`config.mk`:
```
export PLATFORM = sky130hd
export DESIGN_NAME = bfloat_mul_pipe
export DESIGN_NICKNAME = d
export VERILOG_FILES = /design/src/rtl/bfloat_mul_pipe.sv
export SDC_FILE = /design/constraint.sdc
export NUM_CORES = 1
export LEC_CHECK = 0
export CAP_MARGIN = 25
export CORE_MARGIN = 8
export CORE_UTILIZATION = 41
export DETAILED_ROUTE_END_ITERATION = 10
export HOLD_SLACK_MARGIN = 0.1
export REMOVE_ABC_BUFFERS = 1
export SLEW_MARGIN = 10
export SYNTH_ARGS = -nofsm -noshare
export SYNTH_HDL_FRONTEND = slang
export SYNTH_SLANG_ARGS = --single-unit
```
`constraint.sdc`:
```
create_clock -name clk -period 10.61 [get_ports clk]
set_clock_uncertainty 0.2 [all_clocks]
set_input_delay 1.5915 -clock clk [delete_from_list [all_inputs] [get_ports clk]]
set_output_delay 1.5915 -clock clk [all_outputs]
set_load 0.01 [all_outputs]
```
`src/rtl/bfloat_mul_pipe.sv`:
```
// Three-stage bfloat16 multiplier with valid/ready output handshake.
// Carries a 1-bit add/sub control alongside each product for the downstream adder.
module bfloat_mul_pipe (
   input  logic        clk,
   input  logic        rst,
   input  logic [15:0] a,
   input  logic [15:0] b,
   input  logic        op_in,
   input  logic        in_valid,
   output logic        in_ready,
   output logic [15:0] p,
   output logic        op_out,
   output logic        out_valid,
   input  logic        out_ready
);

   logic        w_en;
   logic        w_a_nan, w_a_inf, w_a_zero;
   logic        w_b_nan, w_b_inf, w_b_zero;
   logic        w_sign;
   logic        w_special;
   logic [15:0] w_spec_res;

   logic        r_s1_valid, r_s1_op, r_s1_special, r_s1_sign;
   logic [15:0] r_s1_spec;
   logic [7:0]  r_s1_ea, r_s1_eb;
   logic [6:0]  r_s1_ma, r_s1_mb;

   logic        r_s2_valid, r_s2_op, r_s2_special, r_s2_sign;
   logic [15:0] r_s2_spec;
   logic [15:0] r_s2_prod;
   logic signed [9:0] r_s2_exp;

   logic        r_s3_valid, r_s3_op;
   logic [15:0] r_p;

   logic [15:0] w_prod;
   logic signed [9:0] w_exp_sum;

   logic [6:0]  w_mant;
   logic        w_lsb, w_rnd, w_sticky, w_round_up;
   logic [7:0]  w_mant_sum;
   logic signed [9:0] w_exp_norm, w_exp_rnd;
   logic [15:0] w_packed;

   assign w_en     = !r_s3_valid | out_ready;
   assign in_ready = w_en;

   assign w_a_nan  = (&a[14:7]) &  (|a[6:0]);
   assign w_a_inf  = (&a[14:7]) & ~(|a[6:0]);
   assign w_a_zero = (a[14:7] == 8'h00);
   assign w_b_nan  = (&b[14:7]) &  (|b[6:0]);
   assign w_b_inf  = (&b[14:7]) & ~(|b[6:0]);
   assign w_b_zero = (b[14:7] == 8'h00);
   assign w_sign   = a[15] ^ b[15];
   assign w_special = w_a_nan | w_b_nan | w_a_inf | w_b_inf | w_a_zero | w_b_zero;

   // Special-case priority: NaN, then Inf*0, then Inf, then zero.
   always_comb begin
      w_spec_res = {w_sign, 15'h0000};
      if (w_a_nan | w_b_nan)
         w_spec_res = 16'hFFFF;
      else if ((w_a_inf & w_b_zero) | (w_b_inf & w_a_zero))
         w_spec_res = 16'hFFFF;
      else if (w_a_inf | w_b_inf)
         w_spec_res = {w_sign, 8'hFF, 7'h00};
   end

   assign w_prod    = {8'h00, 1'b1, r_s1_ma} * {8'h00, 1'b1, r_s1_mb};
   assign w_exp_sum = $signed({2'b00, r_s1_ea}) + $signed({2'b00, r_s1_eb}) - 10'sd127;

   always_comb begin
      w_mant     = r_s2_prod[13:7];
      w_lsb      = r_s2_prod[7];
      w_rnd      = r_s2_prod[6];
      w_sticky   = |r_s2_prod[5:0];
      w_exp_norm = r_s2_exp;
      if (r_s2_prod[15]) begin
         w_mant     = r_s2_prod[14:8];
         w_lsb      = r_s2_prod[8];
         w_rnd      = r_s2_prod[7];
         w_sticky   = |r_s2_prod[6:0];
         w_exp_norm = r_s2_exp + 10'sd1;
      end
      w_round_up = w_rnd & (w_lsb | w_sticky);
      // Mantissa carry-out means 1.111.. rounded up to 10.000.., bump the exponent.
      w_mant_sum = {1'b0, w_mant} + {7'h00, w_round_up};
      w_exp_rnd  = w_exp_norm + $signed({9'h000, w_mant_sum[7]});
      if (r_s2_special)
         w_packed = r_s2_spec;
      else if (w_exp_rnd >= 10'sd255)
         w_packed = {r_s2_sign, 8'hFF, 7'h00};
      else if (w_exp_rnd <= 10'sd0)
         w_packed = {r_s2_sign, 15'h0000};
      else
         w_packed = {r_s2_sign, w_exp_rnd[7:0], w_mant_sum[6:0]};
   end

   always_ff @(posedge clk) begin
      if (rst) begin
         r_s1_valid   <= 1'b0;
         r_s1_op      <= 1'b0;
         r_s1_special <= 1'b0;
         r_s1_sign    <= 1'b0;
         r_s1_spec    <= 16'h0000;
         r_s1_ea      <= 8'h00;
         r_s1_eb      <= 8'h00;
         r_s1_ma      <= 7'h00;
         r_s1_mb      <= 7'h00;
         r_s2_valid   <= 1'b0;
         r_s2_op      <= 1'b0;
         r_s2_special <= 1'b0;
         r_s2_sign    <= 1'b0;
         r_s2_spec    <= 16'h0000;
         r_s2_prod    <= 16'h0000;
         r_s2_exp     <= 10'sd0;
         r_s3_valid   <= 1'b0;
         r_s3_op      <= 1'b0;
         r_p          <= 16'h0000;
      end else if (w_en) begin
         r_s1_valid   <= in_valid;
         r_s1_op      <= op_in;
         r_s1_special <= w_special;
         r_s1_sign    <= w_sign;
         r_s1_spec    <= w_spec_res;
         r_s1_ea      <= a[14:7];
         r_s1_eb      <= b[14:7];
         r_s1_ma      <= a[6:0];
         r_s1_mb      <= b[6:0];
         r_s2_valid   <= r_s1_valid;
         r_s2_op      <= r_s1_op;
         r_s2_special <= r_s1_special;
         r_s2_sign    <= r_s1_sign;
         r_s2_spec    <= r_s1_spec;
         r_s2_prod    <= w_prod;
         r_s2_exp     <= w_exp_sum;
         r_s3_valid   <= r_s2_valid;
         r_s3_op      <= r_s2_op;
         r_p          <= w_packed;
      end
   end

   assign p         = r_p;
   assign op_out    = r_s3_op;
   assign out_valid = r_s3_valid;

endmodule
```
==> metrics.md, run 1 <==
| Metric | Value |
|---|---|
| Starting density of the core | 41.4% |
| Distinct cells, synth | 65 |
| Adder-Cell Fraction of Synth Area | 21.7% |
| Post-CTS setup buffer count | 0 |
| Leading area contributor after synthesis | dfxtp_1 |
| Fillers | 1614 |
| Drt total wl | 13900 um |
| Die width | ~140 um |
| First-pass GRT wire length | about 24000 um |
| Antenna violations before repair | 0 |
| EDFF count, synth | 0 |
| Largest net degree at the start of global routing | 90 |
| Hold Crit Class | reg2reg |
| Resize count post-CTS | 0 |
| Largest family of logic cells by synthesized area | simple AND/OR/NAND/NOR gates |
| Int Power | roughly 0.65 mW |
| Worst-skew pair later-pin latency | approximately 0.34 ns |
| Root Driver | clkbuf_16 |
| Mux cell area share after synthesis | 1.46% |
| Setup_tns | 0 ns |
| WP data arrival | between 3 and 4 ns |
| Vias/cell | 5.01 |
| LEAKAGE | about 3.2 nW |
| Status | finished clean |
| CTS tree | yes |
| Comb pwr share | between 20% and 30% |
| Reg area | about 0.0018 mm^2 |
| Total Routing Usage GR | ~14% |
| Cts bufs inserted | 9 |
| Clock Tree Buf Depth | 2 |
| Clk sinks | just under 90 |
| H-tree depth | 3 |
| Worst-case vdd ir drop | 101 uV |
| DRT iter0 DRCs | roughly 280 |
| Slew Limit Fails | 0 |
| Synth Area in XOR/XNOR | 4.09% |
| Mapped Area | around 0.0065 mm^2 |
| N_diodes | 0 |
| # port buffers | 55 |
| Vias in the first global route | between 5000 and 6000 |
| Height of the chip | 142 um |
| Warnings from Yosys | 0 |
| Share of the yosys chip area belonging to registers | 27.1% |
| DRT antenna net count | 0 |
| Relative slew slack | 41.7% |
| Tcrit/Tclk final | between 50% and 60% |
| Yosys top cell area share | a little over a quarter |
| Share of cells above drive strength 1 | 4.75% |
| Pre-antenna DRT Iters | 5 |
| Synth Area in Compound Gates | between 10% and 20% |
| Final hold vios | 0 |
| Syn Inst Count | around 810 |
| Critical path capture point type | primary output |
| Min Tclk post-route | 5.77 ns |
| Type of the worst setup path | in2out |
| Net Switching | 0.300 mW |
| Fraction of registers with async set/reset | 0% |
| Avg WL per Cell | 13.2 um |
| Final nets | 965 |
| WP data required | 8.82 ns |
| Final setup viols | 0 |
| # DRC | 0 |
| Max Fclk | around 170 MHz |
| RSZ-0062 raised after global routing | false |
| Top cells by area, synth | dfxtp_1 27%, fa_1 11%, ha_1 10% |
| RD Place Congestion | between 0.7 and 0.8 |
| Placed cell area | roughly 0.0072 mm^2 |
| Setup crit start kind | input port |
| Simple-gate share of the synthesized area | about 23% |
| Vias | between 5000 and 6000 |
| Synth Register Bits | a little under 90 |
| Average size of a mapped cell | 8.08 um^2 |
| Multi-input logic area | 0.00429 mm^2 |
| Net Sw Frac | about a third |
| Crit path max fanout | 89 |
| Predominant post-synthesis flop cell | dfxtp_1 |
| Flop pwr share | 41.7% |
| Row count | between 40 and 50 |
| Hold WS | ~0.25 ns |
| Worst-path clk slew | 0.06 ns |
| Die footprint | ~0.020 mm^2 |
| Gr ovfl total | 0 |
| Power Total | roughly 0.95 mW |
| Post-CTS Hold Buffers | 0 |
| PD cells | between 100 and 150 mW/mm^2 |
| Area Growth Syn to Fin | 14.8% |
| I/O pins | 56 |
| Placeable Area | 0.0157 mm^2 |
| Clock power share | around a third |
| Max-Cap Viols | 0 |
| Fin area | roughly 0.0075 mm^2 |
| Dpl hpwl | between 10000 and 15000 um |
| Slew @ Worst Pin | around 0.87 ns |
cells in the mapped netlist (14+ instances only):
master,instances
nand2_1,150
nor3_1,14
nand4_1,18
a21oi_1,75
xnor2_1,17
fa_1,37
dfxtp_1,88
nand3_1,17
and2_1,34
a211oi_1,19
clkbuf_1,27
nor2_1,45
o21ai_0,14
ha_1,54
inv_1,79
path summary, 6_finish.rpt:
kind / depth (start not counted) / to / startpoint / slack [ns]
worst min-delay path: 2 / r_s2_prod[3]$_SDFFE_PP0P_ / r_s2_prod[3]$_SDFFE_PP0P_ / 0.25
worst max register to register: 17 / r_s2_prod[14]$_SDFFE_PP0P_ / r_s1_ma[4]$_SDFFE_PP0P_ / 5.99
worst min register to register: 2 / r_s2_prod[3]$_SDFFE_PP0P_ / r_s2_prod[3]$_SDFFE_PP0P_ / 0.25
worst max-delay path: 6 / in_ready / out_ready / 4.84
cell type report:
type                            instances  area share (%)
Timing Repair Buffer                   59            7.70
Clock buffer                           11            3.25
Multi-Input combinational cell        599            57.3
Clock inverter                          5           0.519
Tap cell                              216            3.62
Inverter                               80            4.02
Sequential cell                        88            23.6
critical path, cell delays in order:
cell and delay [ns]:
clkdlybuf4s50_1 0.50, nor2b_4 0.04, buf_4 0.33, inv_2 0.10, buf_4 0.67, clkdlybuf4s50_1 0.68
power by group through the flow:
stage	clock network, mW	logic [mW]	registers (mW)
global placement	0	0.253	0.403
detailed placement	0	0.254	0.403
global route	0.324	0.290	0.402
finish	0.301	0.253	0.396
CTS	0.310	0.257	0.396
floorplan	0	0.174	0.398
state kept, by name (all words and copies together), names as in the netlist, 3 cells and up:
signal	flops
p	16
r_s1_ea	8
r_s1_eb	8
r_s1_ma	7
r_s1_mb	7
r_s1_spec	3
r_s2_exp	10
r_s2_prod	16
r_s2_spec	3
metal layers:
layer | vias to the layer above | routed length (um) | GRT usage, %
li1 | 2781 | - | -
met1 | 2437 | 7240 | 20.3
met2 | 69 | 6010 | 21.7
met3 | 12 | 527 | 3.15
met4 | 0 | 140 | 3.56
met5 | - | 0 | 0
layout by cell type, fill, tap and decap left out, types with 19 or more instances in the layout:
cell type / Yosys / routed
a211oi_1: 19 / 19
a21oi_1: 75 / 75
and2_1: 34 / 34
clkdlybuf4s50_1: 0 / 54
dfxtp_1: 88 / 88
fa_1: 37 / 37
ha_1: 54 / 54
inv_1: 79 / 79
nand2_1: 150 / 150
nor2_1: 45 / 45
kinds of logic after synthesis:
family,count (synthesis)
AND/OR/NAND/NOR,313
AO/OA/AOI/OAI,159
buffers and inverters,119
adder cells (fa/ha/maj),91
flip-flops,88
XOR/XNOR,27
multiplexers,9
metrics by stage:
stage	setup slack, ns	util (%)	cells
after global routing	4.65	47.6	1058
final	4.84	47.6	1058
after floorplan	3.44	-	767
after global placement	4.79	45.8	1042
after detailed placement	4.80	45.8	1042
after CTS	4.80	47.6	1058
Note: power is estimated with default switching activity, not from simulation.
==> inputs of run 2 (changes only) <==
==> constraint.sdc (replaced) <==
create_clock -name clk -period 5.4 [get_ports clk]
set_clock_uncertainty 0.2 [all_clocks]
set_input_delay 0.81 -clock clk [delete_from_list [all_inputs] [get_ports clk]]
set_output_delay 0.81 -clock clk [all_outputs]
set_load 0.01 [all_outputs]
==> metrics.md, run 2 (same netlist as run 1, synthesis figures left out) <==
| Metric | Value |
|---|---|
| Tcrit/Tclk final | roughly 85% |
| RD Place Congestion | 0.853 |
| RSZ-0062 raised after global routing | false |
| Crit path max fanout | 9 |
| Dpl hpwl | approximately 11000 um |
| Hold Crit Class | reg2reg |
| Clock Tree Buf Depth | 2 |
| Final hold vios | 0 |
| # port buffers | between 50 and 60 |
| LEAKAGE | between 3 and 4 nW |
| Total Routing Usage GR | between 10% and 20% |
| PD cells | roughly 260 mW/mm^2 |
| Slew @ Worst Pin | 0.800 ns |
| Drt total wl | 14500 um |
| DRT iter0 DRCs | 319 |
| Worst Path Buf+Inv | 4 |
| Antenna violations before repair | 0 |
| I/O pins | between 50 and 60 |
| Share of cells above drive strength 1 | 4.86% |
| Clk sinks | 88 |
| Final setup viols | 0 |
| Hold WS | ~0.25 ns |
| FF-to-FF path depth | 17 |
| Commonest cells after routing, fill and taps aside | 150 x nand2_1, 88 x dfxtp_1, 79 x inv_1 |
| Post-CTS setup buffer count | 0 |
| Commonest non-fill, non-tap cell in the layout | nand2_1 |
| Net Switching | ~0.60 mW |
| Hold path cells | 2 |
| Gr ovfl total | 0 |
| Post-CTS Hold Buffers | 0 |
| Relative slew slack | between 40% and 50% |
| Cts bufs inserted | 9 |
| Flop pwr share | about two fifths |
| Final nets | a little under 1000 |
| Slew Limit Fails | 0 |
| Min Tclk post-route | roughly 4.6 ns |
| Worst-skew pair later-pin latency | 0.35 ns |
| DRT antenna net count | 0 |
| Slowest cell on the critical path | fa_1 |
| Critical path capture point type | register |
| Die width | 142 um |
| Placeable Area | roughly 0.016 mm^2 |
| Critical path's largest stage delay | roughly 0.56 ns |
| WP data required | between 5 and 6 ns |
| R2R Setup Slk | between 0.8 and 0.9 ns |
| Comb pwr share | approximately a quarter |
| Vias | roughly 5300 |
| Vias in the first global route | 5135 |
| Worst-path clk slew | around 0.070 ns |
| Min-delay src | r_s2_prod[3]$_SDFFE_PP0P_ |
| Resize count post-CTS | 0 |
| Status | finished clean |
| N_diodes | 0 |
| WP data arrival | 4.63 ns |
| Worst-case vdd ir drop | between 100 and 150 uV |
| CTS tree | yes |
| Clock power share | 33.6% |
| Int Power | between 1 and 1.5 mW |
| Avg WL per Cell | around 14 um |
| First-pass GRT wire length | between 20000 and 25000 um |
| Max Fclk | around 220 MHz |
| Fillers | 1588 |
| Pre-antenna DRT Iters | 5 |
| H-tree depth | 3 |
| Die footprint | just over 0.02 mm^2 |
| Vias/cell | about 5 |
| Type of the worst setup path | reg2reg |
| # DRC | 0 |
| Starting density of the core | roughly two fifths |
| CP cell instances | and2_1 > fa_1 > inv_1 > fa_1 > inv_1 > fa_1 > inv_1 > fa_1 > inv_1 > ha_1 > o21a_1 > o21a_1 > o41ai_1 > a21oi_1 > a31oi_1 > xnor2_1 > a21o_1 |
| Setup crit start kind | register |
| Largest net degree at the start of global routing | between 60 and 70 |
| Worst reg2reg path startpoint | r_s1_mb[4]$_SDFFE_PP0P_ |
| Crit path max-delay family | adder cells |
| Height of the chip | between 100 and 150 um |
| Net Sw Frac | ~31% |
| Area Growth Syn to Fin | 15.3% |
| FF-to-FF End | r_s2_prod[14]$_SDFFE_PP0P_ |
| Row count | 46 |
| Root Driver | clkbuf_16 |
| Min-Delay Endpoint | r_s2_prod[3]$_SDFFE_PP0P_ |
| Max-Cap Viols | 0 |
| Layout Utilization | between 40% and 50% |
run 2: final cells by class:
type | instances | area (um^2) | area share (%)
clock buffers | 11 | 243 | 3.23
clock inverters | 5 | 63.8 | 0.850
inverters | 80 | 300 | 4.00
multi-input cells | 599 | 4290 | 57.1
flip-flops and latches | 88 | 1760 | 23.5
well taps | 216 | 270 | 3.60
repair buffers | 60 | 583 | 7.77
run 2: tightest hold or removal path: cells and delay by family (launching register included):
family             cells  cell delay [ns]
DFF                    1             0.31
and+or+nand+nor        1             0.05
AOI/OAI and AO/OA      1             0.05
run 2: metal layers:
layer / track usage (%) / wire length, um / vias to the layer above
li1: - / - / 2782
met1: 20.5 / 7400 / 2452
met2: 23.2 / 6350 / 94
met3: 3.46 / 609 / 13
met4: 4.18 / 181 / 0
met5: 0 / 0 / -
run 2: how the worst max path moves through the flow:
stage	startpoint	endpoint	slack, ns	depth (start not counted)
after floorplan	out_ready	in_ready	-0.20	2
after global placement	r_s1_mb[4]$_SDFFE_PP0P_	r_s2_prod[14]$_SDFFE_PP0P_	0.85	17
after detailed placement	r_s1_mb[4]$_SDFFE_PP0P_	r_s2_prod[14]$_SDFFE_PP0P_	0.81	17
after CTS	r_s1_mb[4]$_SDFFE_PP0P_	r_s2_prod[14]$_SDFFE_PP0P_	0.79	17
after global routing	r_s1_mb[4]$_SDFFE_PP0P_	r_s2_prod[14]$_SDFFE_PP0P_	0.55	17
final	r_s1_mb[4]$_SDFFE_PP0P_	r_s2_prod[14]$_SDFFE_PP0P_	0.82	17
run 2: power groups by stage:
| stage | Sequential [mW] | Clock (mW) | Combinational, mW |
|---|---|---|---|
| after global routing | 0.791 | 0.691 | 0.570 |
| after floorplan | 0.783 | 0 | 0.343 |
| final | 0.779 | 0.647 | 0.500 |
| after global placement | 0.792 | 0 | 0.500 |
| after detailed placement | 0.794 | 0 | 0.500 |
| after CTS | 0.779 | 0.664 | 0.505 |
run 2: through the flow:
| stage | total power, mW | instance area, um^2 | cells | setup TNS, ns | setup slack, ns |
|---|---|---|---|---|---|
| 4_1_cts | 1.95 | 7510 | 1059 | 0 | 0.786 |
| 3_3_place_gp | 1.29 | 7200 | 1043 | 0 | 0.853 |
| 3_5_place_dp | 1.29 | 7200 | 1043 | 0 | 0.808 |
| 6_report | 1.93 | 7510 | 1059 | 0 | 0.816 |
| 2_1_floorplan | 1.13 | 6340 | 767 | -0.391 | -0.203 |
| 5_1_grt | 2.05 | 7510 | 1059 | 0 | 0.547 |
==> inputs of run 3 (changes only) <==
==> constraint.sdc (replaced) <==
create_clock -name clk -period 3.95 [get_ports clk]
set_clock_uncertainty 0.2 [all_clocks]
set_input_delay 0.5925 -clock clk [delete_from_list [all_inputs] [get_ports clk]]
set_output_delay 0.5925 -clock clk [all_outputs]
set_load 0.01 [all_outputs]
==> metrics.md, run 3 (same netlist as run 1, synthesis figures left out) <==
| Metric | Value |
|---|---|
| Worst reg2reg path startpoint | r_s1_mb[4]$_SDFFE_PP0P_ |
| WP data arrival | 4.38 ns |
| Layout Utilization | a little over half |
| I/O pins | between 50 and 60 |
| Vias/cell | about 5.0 |
| # DRC | 0 |
| Critical path capture point type | register |
| Worst-skew pair later-pin latency | about 0.35 ns |
| Share of cells above drive strength 1 | a little under a fifth |
| Starting density of the core | approximately two fifths |
| Placeable Area | ~0.016 mm^2 |
| Die footprint | 0.0202 mm^2 |
| Area Growth Syn to Fin | 26.5% |
| Cts bufs inserted | 9 |
| Min Tclk post-route | approximately 4.3 ns |
| Crit path top cell by count | fa_1 |
| Worst Path Buf+Inv | 5 |
| Height of the chip | 142 um |
| Clk sinks | 88 |
| Met2 WL | 6720 um |
| # port buffers | between 50 and 60 |
| Clock Tree Buf Depth | 2 |
| Row count | between 40 and 50 |
| Hold path cells | 2 |
| Pre-CTS setup slack | -0.509 ns |
| Hold Crit Class | reg2reg |
| Vias | between 5000 and 6000 |
| Wl on met1 | approximately 7700 um |
| CTS tree | yes |
| Min-delay src | r_s2_prod[3]$_SDFFE_PP0P_ |
| Dpl cells | 1093 |
| Pre-antenna DRT Iters | 4 |
| Critical path's largest stage delay | 0.51 ns |
| Vias in the first global route | 5313 |
| CP cell instances | buf_6 > buf_6 > and2_4 > fa_1 > fa_2 > fa_1 > inv_2 > fa_1 > inv_2 > ha_4 > o21a_1 > o21a_1 > o41ai_4 > a21oi_2 > buf_4 > xor2_1 > nand2_1 > a21oi_1 |
| Failing checks | setup timing |
| DRT antenna net count | 0 |
| WP data required | just over 4 ns |
| Total Routing Usage GR | between 15 and 20% |
| Top layer in use | met4 |
| Type of the worst setup path | reg2reg |
| Routed met3 length | around 490 um |
| Power Total | 2.74 mW |
| Worst setup startpoint | r_s1_mb[4]$_SDFFE_PP0P_ |
| Avg WL per Cell | 13.5 um |
| LEAKAGE | approximately 3.6 nW |
| N_diodes | 0 |
| Final hold vios | 0 |
| Gr ovfl total | 0 |
| Commonest non-fill, non-tap cell in the layout | nand2_1 |
| Status | complete, but fails checks |
| Antenna violations before repair | 0 |
| Final Non-Filler Cells | around 1100 |
| Root Driver | clkbuf_16 |
| Die width | approximately 140 um |
| Setup crit start kind | register |
| Fin worst setup slack | -0.350 ns |
| Drt total wl | 15200 um |
| Slew @ Worst Pin | about 0.74 ns |
| Max-Cap Viols | 0 |
| Hold WS | approximately 0.25 ns |
| Crit path depth | 18 |
| Worst-path clk slew | approximately 0.07 ns |
| H-tree depth | 3 |
| Commonest cells after routing, fill and taps aside | 150 x nand2_1, 79 x dfxtp_1, 70 x a21oi_1 |
| Largest net degree at the start of global routing | between 60 and 70 |
| Slew Limit Fails | 0 |
| Tcrit/Tclk final | 109% |
| Crit path max fanout | 3 |
| Max Fclk | 233 MHz |
| Post-CTS Hold Buffers | 0 |
| RD Place Congestion | 0.878 |
| Worst-case vdd ir drop | between 200 and 250 uV |
| Crit path max-delay family | adder cells |
| FF-to-FF path depth | 18 |
| Relative slew slack | 50.9% |
| Final nets | between 1000 and 1500 |
| RSZ-0062 raised after global routing | true |
| Dpl hpwl | approximately 12000 um |
| DRT iter0 DRCs | 247 |
| First-pass GRT wire length | approximately 26000 um |
| PD cells | around 330 mW/mm^2 |
| Final setup viols | 8 |
| Slowest cell on the critical path | fa_1 |
run 3: cell count changes in the layout (fill, tap and decap cells not counted), moves of 5 or more:
cell     previous run  this run
buf_4               5        56
inv_1              79        64
ha_4                0         7
and2_1             34        25
dfxtp_1            88        79
fa_2                0         5
inv_2               1        16
and2_4              0         9
a21oi_1            75        70
a21oi_2             0         5
ha_1               54        46
buf_6               0        12
dfxtp_2             0         6
fa_1               37        32
run 3: report_power, final:
group          switching, mW  internal [mW]  leakage [nW]
combinational          0.410          0.433          2.73
sequential            0.0854          0.969         0.731
clock                  0.399          0.441         0.144
run 3: path summary, 6_finish.rpt:
| kind | endpoint | slack, ns |
|---|---|---|
| min reg2reg | r_s2_prod[3]$_SDFFE_PP0P_ | 0.25 |
| max | r_s2_prod[12]$_SDFFE_PP0P_ | -0.35 |
| max reg2reg | r_s2_prod[12]$_SDFFE_PP0P_ | -0.35 |
| min | r_s2_prod[3]$_SDFFE_PP0P_ | 0.25 |
run 3: timing repair:
action	in CTS	in global routing
pin swaps	39	29
setup endpoints to repair	8	18
resized for setup	54	29
setup buffers	9	6
run 3: stage by stage:
step	TNS (ns)	cell area [um^2]
2_1_floorplan	-93.29	6340
3_3_place_gp	-3.08	7580
3_5_place_dp	-3.27	7580
4_1_cts	-1.96	8130
5_1_grt	-2.73	8240
6_report	-1.58	8240
run 3: per-layer routing:
layer	GRT usage, %	vias up
met4	5.99	0
met3	2.52	20
met5	0	-
li1	-	2910
met1	20.9	2548
met2	24.2	80
run 3: worst reg2reg max path: stages, from the launching register on:
cell and delay, ns:
dfxtp_2 0.34, buf_6 0.12, buf_6 0.10, and2_4 0.12, fa_1 0.48, fa_2 0.48, fa_1 0.50, inv_2 0.04
fa_1 0.51, inv_2 0.04, ha_4 0.27, o21a_1 0.12, o21a_1 0.15, o41ai_4 0.09, a21oi_2 0.16, buf_4 0.13
xor2_1 0.14, nand2_1 0.08, a21oi_1 0.15
run 3: area by class of cell:
type / instances / area [um^2]
fill: 1546 / 7470
clock buffer: 9 / 225
multi-input combinational: 599 / 4500
timing repair buffer: 123 / 1100
tap: 216 / 270
clock inverter: 7 / 62.6
sequential: 88 / 1780
inverter: 80 / 300
